<file path="config.mk">
export PLATFORM = sky130hd
export DESIGN_NAME = adder_arbiter
export DESIGN_NICKNAME = d
export VERILOG_FILES = /design/src/rtl/adder_arbiter.sv
export SDC_FILE = /design/constraint.sdc
export NUM_CORES = 1
export LEC_CHECK = 0
export ABC_AREA = 0
export ABC_CLOCK_PERIOD_IN_PS = 6100
export CORE_AREA = 2 2 122 124
export CTS_BUF_LIST = sky130_fd_sc_hd__clkbuf_4
export CTS_CLUSTER_SIZE = 20
export DETAILED_ROUTE_END_ITERATION = 7
export DIE_AREA = 0 0 124 126
export PLACE_DENSITY = 0.79
export SKIP_CTS_REPAIR_TIMING = 1
export SLEW_MARGIN = 20
export SYNTH_ARGS = -nofsm -noshare
export SYNTH_HDL_FRONTEND = slang
export SYNTH_SLANG_ARGS = --single-unit
</file>
<file path="constraint.sdc">
create_clock -name clk -period 6.1 [get_ports clk]
set_clock_uncertainty 0.2 [all_clocks]
set_input_delay 1.83 -clock clk [delete_from_list [all_inputs] [get_ports clk]]
set_output_delay 1.83 -clock clk [all_outputs]
set_load 0.02 [all_outputs]
</file>
<file path="src/rtl/adder_arbiter.sv">
// adder_arbiter: round-robin arbiter sharing one WIDTH-bit adder across N_REQ requesters, with chained carry
// Optional signed-overflow output resp_ovf is enabled by defining ADDER_ARB_OVF_EN.
module adder_arbiter #(
  parameter int N_REQ = 4,
  parameter int WIDTH = 32,
  parameter int IDW   = 2
) (
  input  logic                   clk,
  input  logic                   rst_n,
  input  logic [N_REQ-1:0]       req_valid,
  output logic [N_REQ-1:0]       req_ready,
  input  logic [N_REQ*WIDTH-1:0] req_a,
  input  logic [N_REQ*WIDTH-1:0] req_b,
  input  logic [N_REQ-1:0]       req_cin,
  input  logic [N_REQ-1:0]       req_chain,
  output logic                   resp_valid,
  input  logic                   resp_ready,
  output logic [IDW-1:0]         resp_id,
  output logic [WIDTH-1:0]       resp_sum,
`ifdef ADDER_ARB_OVF_EN
  output logic                   resp_ovf,
`endif
  output logic                   resp_cout
);
  logic [IDW-1:0]   ptr_q, owner_q, id_q, gnt, idx, ptr_d;
  logic             lock_q, carry_q, vld_q, cout_q, vld_d;
  logic             free, acc, cin, cout;
  logic [WIDTH-1:0] sum_q, a_g, b_g, sum;
  always_comb begin
    idx = '0;
    gnt = owner_q;
    // descending scan so the nearest requester at or after ptr wins
    if (!lock_q)
      for (int k = N_REQ - 1; k >= 0; k--) begin
        idx = IDW'((int'(ptr_q) + k) % N_REQ);
        if (req_valid[idx]) gnt = idx;
      end
  end
  assign free      = !vld_q || resp_ready;
  assign acc       = req_valid[gnt] && free && rst_n;
  assign req_ready = acc ? N_REQ'(1) << gnt : '0;
  assign a_g       = req_a[int'(gnt)*WIDTH +: WIDTH];
  assign b_g       = req_b[int'(gnt)*WIDTH +: WIDTH];
  assign cin       = lock_q ? carry_q : req_cin[gnt];
  assign {cout, sum} = {1'b0, a_g} + {1'b0, b_g} + {{WIDTH{1'b0}}, cin};
  assign ptr_d     = (gnt == IDW'(N_REQ - 1)) ? '0 : gnt + IDW'(1);
  assign vld_d     = acc || (vld_q && !resp_ready);
  always_ff @(posedge clk or negedge rst_n) begin
    if (!rst_n) begin
      ptr_q   <= '0;
      owner_q <= '0;
      lock_q  <= 1'b0;
      carry_q <= 1'b0;
      vld_q   <= 1'b0;
      id_q    <= '0;
      sum_q   <= '0;
      cout_q  <= 1'b0;
    end else begin
      vld_q <= vld_d;
      if (acc) begin
        id_q    <= gnt;
        sum_q   <= sum;
        cout_q  <= cout;
        carry_q <= cout;
        owner_q <= gnt;
        lock_q  <= req_chain[gnt];
        if (!req_chain[gnt]) ptr_q <= ptr_d;
      end
    end
  end
`ifdef ADDER_ARB_OVF_EN
  logic ovf_q;
  always_ff @(posedge clk or negedge rst_n) begin
    if (!rst_n) ovf_q <= 1'b0;
    else if (acc) ovf_q <= (a_g[WIDTH-1] == b_g[WIDTH-1]) && (sum[WIDTH-1] != a_g[WIDTH-1]);
  end
  assign resp_ovf = ovf_q;
`endif
  assign resp_valid = vld_q;
  assign resp_id    = id_q;
  assign resp_sum   = sum_q;
  assign resp_cout  = cout_q;
endmodule

</file>
==> results by group <==
Run status
  • Status: finished clean

Synthesis
  • Most used DFF post-synth: dfrtp_1
  • Simple-Gate Fraction of Synth Area: roughly 36%
  • Net count after synthesis: ~1,100
  • Seq/Total Area, Yosys: a little under a fifth
  • Xor/xnor cell area share of the yosys netlist: ~4.3%
  • Synth Cell Area: 0.00527 mm2
  • Yosys cell types: 54
  • EDFF count, synth: 0
  • Post-synthesis mux area share: 1.23%
  • Syn Inst Count: roughly 830
  • Post-Syn Area per Cell: between 6 and 7 um2
  • Post-synth ARST share: 100%
  • Adder-cell share of the synthesized area: 9.28%
  • Main combinational cell family by area after synthesis: simple AND/OR/NAND/NOR gates
  • Flops & latches, synth: 39
  • Compound-gate portion of the synthesized area: 24.5%
  • Yosys warns: 0

Cells and area
  • Final core occ: 66.5%
  • Most common library cell in the layout ignoring fill and taps: nand2_1
  • Area grow syn2layout: 80.7%
  • Nets@finish: 1,515
  • Share of cells above drive strength 1: 13.1%
  • Post-Layout Cell Count: approximately 1,400
  • Most frequent cells in the layout: 319 x nand2_1, 301 x clkdlybuf4s50_1, 107 x buf_4

Global routing
  • Largest net degree at the start of global routing: 56
  • Total track usage: 25.3%
  • First-pass GRT wire length: about 32,000 um
  • Gr ovfl total: 0
  • Antenna violations before repair: 1
  • Vias in the first global route: 6,887

STA
  • Worst-Margin Slew: 0.562 ns
  • Slew headroom: 62.5%
  • Fin crit share: between 90% and 100%
  • Final setup fails: 0
  • Final Max Tran Viols: 0
  • Achievable Freq: 173 MHz
  • Tmin final: about 5.8 ns
  • Final Hold Fails: 0
  • RSZ-0062 raised after global routing: no

Min path
  • Worst Hold Class: register to register

Drt
  • DRC: 0
  • Drt pass-1 iters: 5
  • M1 WL: about 9000 um
  • Routed met2 length: 10,400 um
  • DR top layer: met4
  • Met3 WL: 996 um
  • Vias: 7,224
  • Detail Route Antenna Nets: 0
  • Wire length per cell: approximately 15 um
  • Final wirelength: 20,900 um
  • Vias per std cell: 5.19
  • Starting DRC count in detailed routing: 285

Die
  • Core Rows: 44
  • Top Ports: 311
  • Die width: 124 um
  • Die ar.: between 0.015 and 0.02 mm2
  • Die Ht: 126 um
  • Core area: 0.0143 mm2
  • Initial core utilization: 36.8%

Place
  • I/O Buffers: just over 300
  • Post-DP HPWL: 17,000 um
  • Placed Cells incl. Taps: 1,379
  • GPL Wtd Cong: 0.864

Power
  • Clk network pwr share: 1.8%
  • Share of power burned in registers: under 10%
  • Combinational power share: approximately nine tenths
  • Pwr Density: 838 mW/mm2
  • NetSw: between 0.003 and 0.004 W
  • Sw frac: slightly below 50%
  • Lkg Pwr: 4.36 nW
  • P_int: 0.00408 W
  • Peak VDD IR: 0.372 mV

Setup path
  • CP bufs+invs: 5
  • Worst setup EP type: primary output
  • Crit-path slowest cell: a221o_1
  • Crit path max-delay family: buffers and inverters
  • CP dominant cell by count: dlymetal6s2s_1
  • CP Cell Sequence: dlymetal6s2s_1 -> inv_1 -> maj3_2 -> a221o_1 -> mux2_4 -> inv_8 -> buf_4 -> o2111ai_4 -> nor2_1 -> dlymetal6s2s_1
  • Worst EP arrival: 3.76 ns
  • CP Class: primary input to primary output
  • Worst EP required: 4.07 ns
  • Worst stage delay on the critical path: 0.33 ns
  • Startpoint types: primary input
  • Worst Path Max Fanout: 8

Clock tree
  • Cts bufs inserted: 5
  • Root Driver: clkbuf_4
  • # clock sinks: 39
  • Clock-pin slew on the worst setup and hold paths: between 0.1 and 0.15 ns
  • CTS tree: done
  • Clk Latency, worst-skew pair: ~0.34 ns
  • Number of H-tree levels: 2
  • CTS Buffer Depth: 2

Flow run
  • Max cap viols: 0
[worst min-delay path: stages (launching register included)]
cell	delay, ns
dfrtp_1	0.36
nand2_1	0.05
o21ai_0	0.06
[power groups by stage]
stage / logic, W / registers (W) / clock network, W
after global routing: 0.00802 / 0.000520 / 0.000156
after floorplan: 0.00401 / 0.000609 / 0
final: 0.00734 / 0.000503 / 0.000140
after detailed placement: 0.00704 / 0.000506 / 0
after global placement: 0.00693 / 0.000499 / 0
after CTS: 0.00708 / 0.000500 / 0.000146
[path summary, 6_finish.rpt]
check / startpoint / endpoint / slack, ns / cells past startpoint
setup / recovery: req_valid[2] / req_ready[0] / 0.31 / 10
hold / removal: resp_sum[4]$_DFFE_PN0P_ / resp_sum[4]$_DFFE_PN0P_ / 0.29 / 2
setup reg to reg: ptr_q[1]$_DFFE_PN0P_ / resp_sum[30]$_DFFE_PN0P_ / 1.47 / 20
hold reg to reg: resp_sum[4]$_DFFE_PN0P_ / resp_sum[4]$_DFFE_PN0P_ / 0.29 / 2
max in group asynchronous: rst_n / owner_q[1]$_DFFE_PN0P_ / 3.90 / 2
min in group asynchronous: rst_n / resp_sum[20]$_DFFE_PN0P_ / 1.42 / 2
[kinds of logic (layout without fill, tap and decap cells)]
family          Yosys count  in the layout
other cells               0              1
mux                       6              6
buf+inv                  68            450
xor+xnor                 26             26
compound gates          206            206
fa+ha+maj                38             38
simple gates            443            443
flops                    39             39
[cell usage after synthesis (5+ instances only)]
cell | instances | area share, %
a21oi_1 | 31 | 2.9
o21ai_0 | 49 | 4.7
dfrtp_1 | 39 | 19
o21a_1 | 5 | 0.71
a31oi_1 | 67 | 8.0
buf_2 | 15 | 1.4
o21bai_1 | 8 | 1.1
and3_1 | 63 | 7.5
xor2_1 | 11 | 1.8
nand2_1 | 320 | 23
xnor2_1 | 15 | 2.5
buf_6 | 5 | 1.1
a211oi_1 | 7 | 1.0
inv_1 | 12 | 0.85
nand2b_1 | 8 | 0.95
a21o_1 | 10 | 1.4
o31ai_1 | 5 | 0.71
clkbuf_1 | 33 | 2.3
nor2_1 | 22 | 1.6
nand3_1 | 16 | 1.5
ha_1 | 35 | 8.3
[cell type report]
cell class,count,area (um2)
tap,184,230
inverter,13,56.3
timing repair buffer,429,4140
antenna,1,2.50
clock buffer,7,52.6
multi-input combinational,719,4060
fill,1284,4790
sequential,39,976
clock inverter,1,5.00
[through the flow]
step	setup slack, ns	power (W)	TNS [ns]	instance area, um2	hold WS [ns]
6_report	0.307	0.00798	0	9520	0.291
5_1_grt	0.215	0.00870	0	9520	0.327
4_1_cts	-0.395	0.00772	-1.76	9390	0.297
3_5_place_dp	-0.511	0.00754	-7.08	9330	0.270
3_3_place_gp	-0.370	0.00743	-5.63	9330	0.262
2_1_floorplan	0.0135	0.00462	0	5300	0.361
[sequential cells by signal, summed over array words and instances (netlist names)]
name        count
lock_q          1
owner_q         2
carry_q         1
ptr_q           2
resp_valid      1
resp_sum       32
[metal layers]
| metal | global-route usage (%) | vias to the layer above |
|---|---|---|
| li1 | - | 3644 |
| met1 | 32.3 | 3324 |
| met2 | 44.8 | 223 |
| met3 | 2.63 | 33 |
| met4 | 7.07 | 0 |
| met5 | 0 | - |
(Power assumes the default switching activity.)
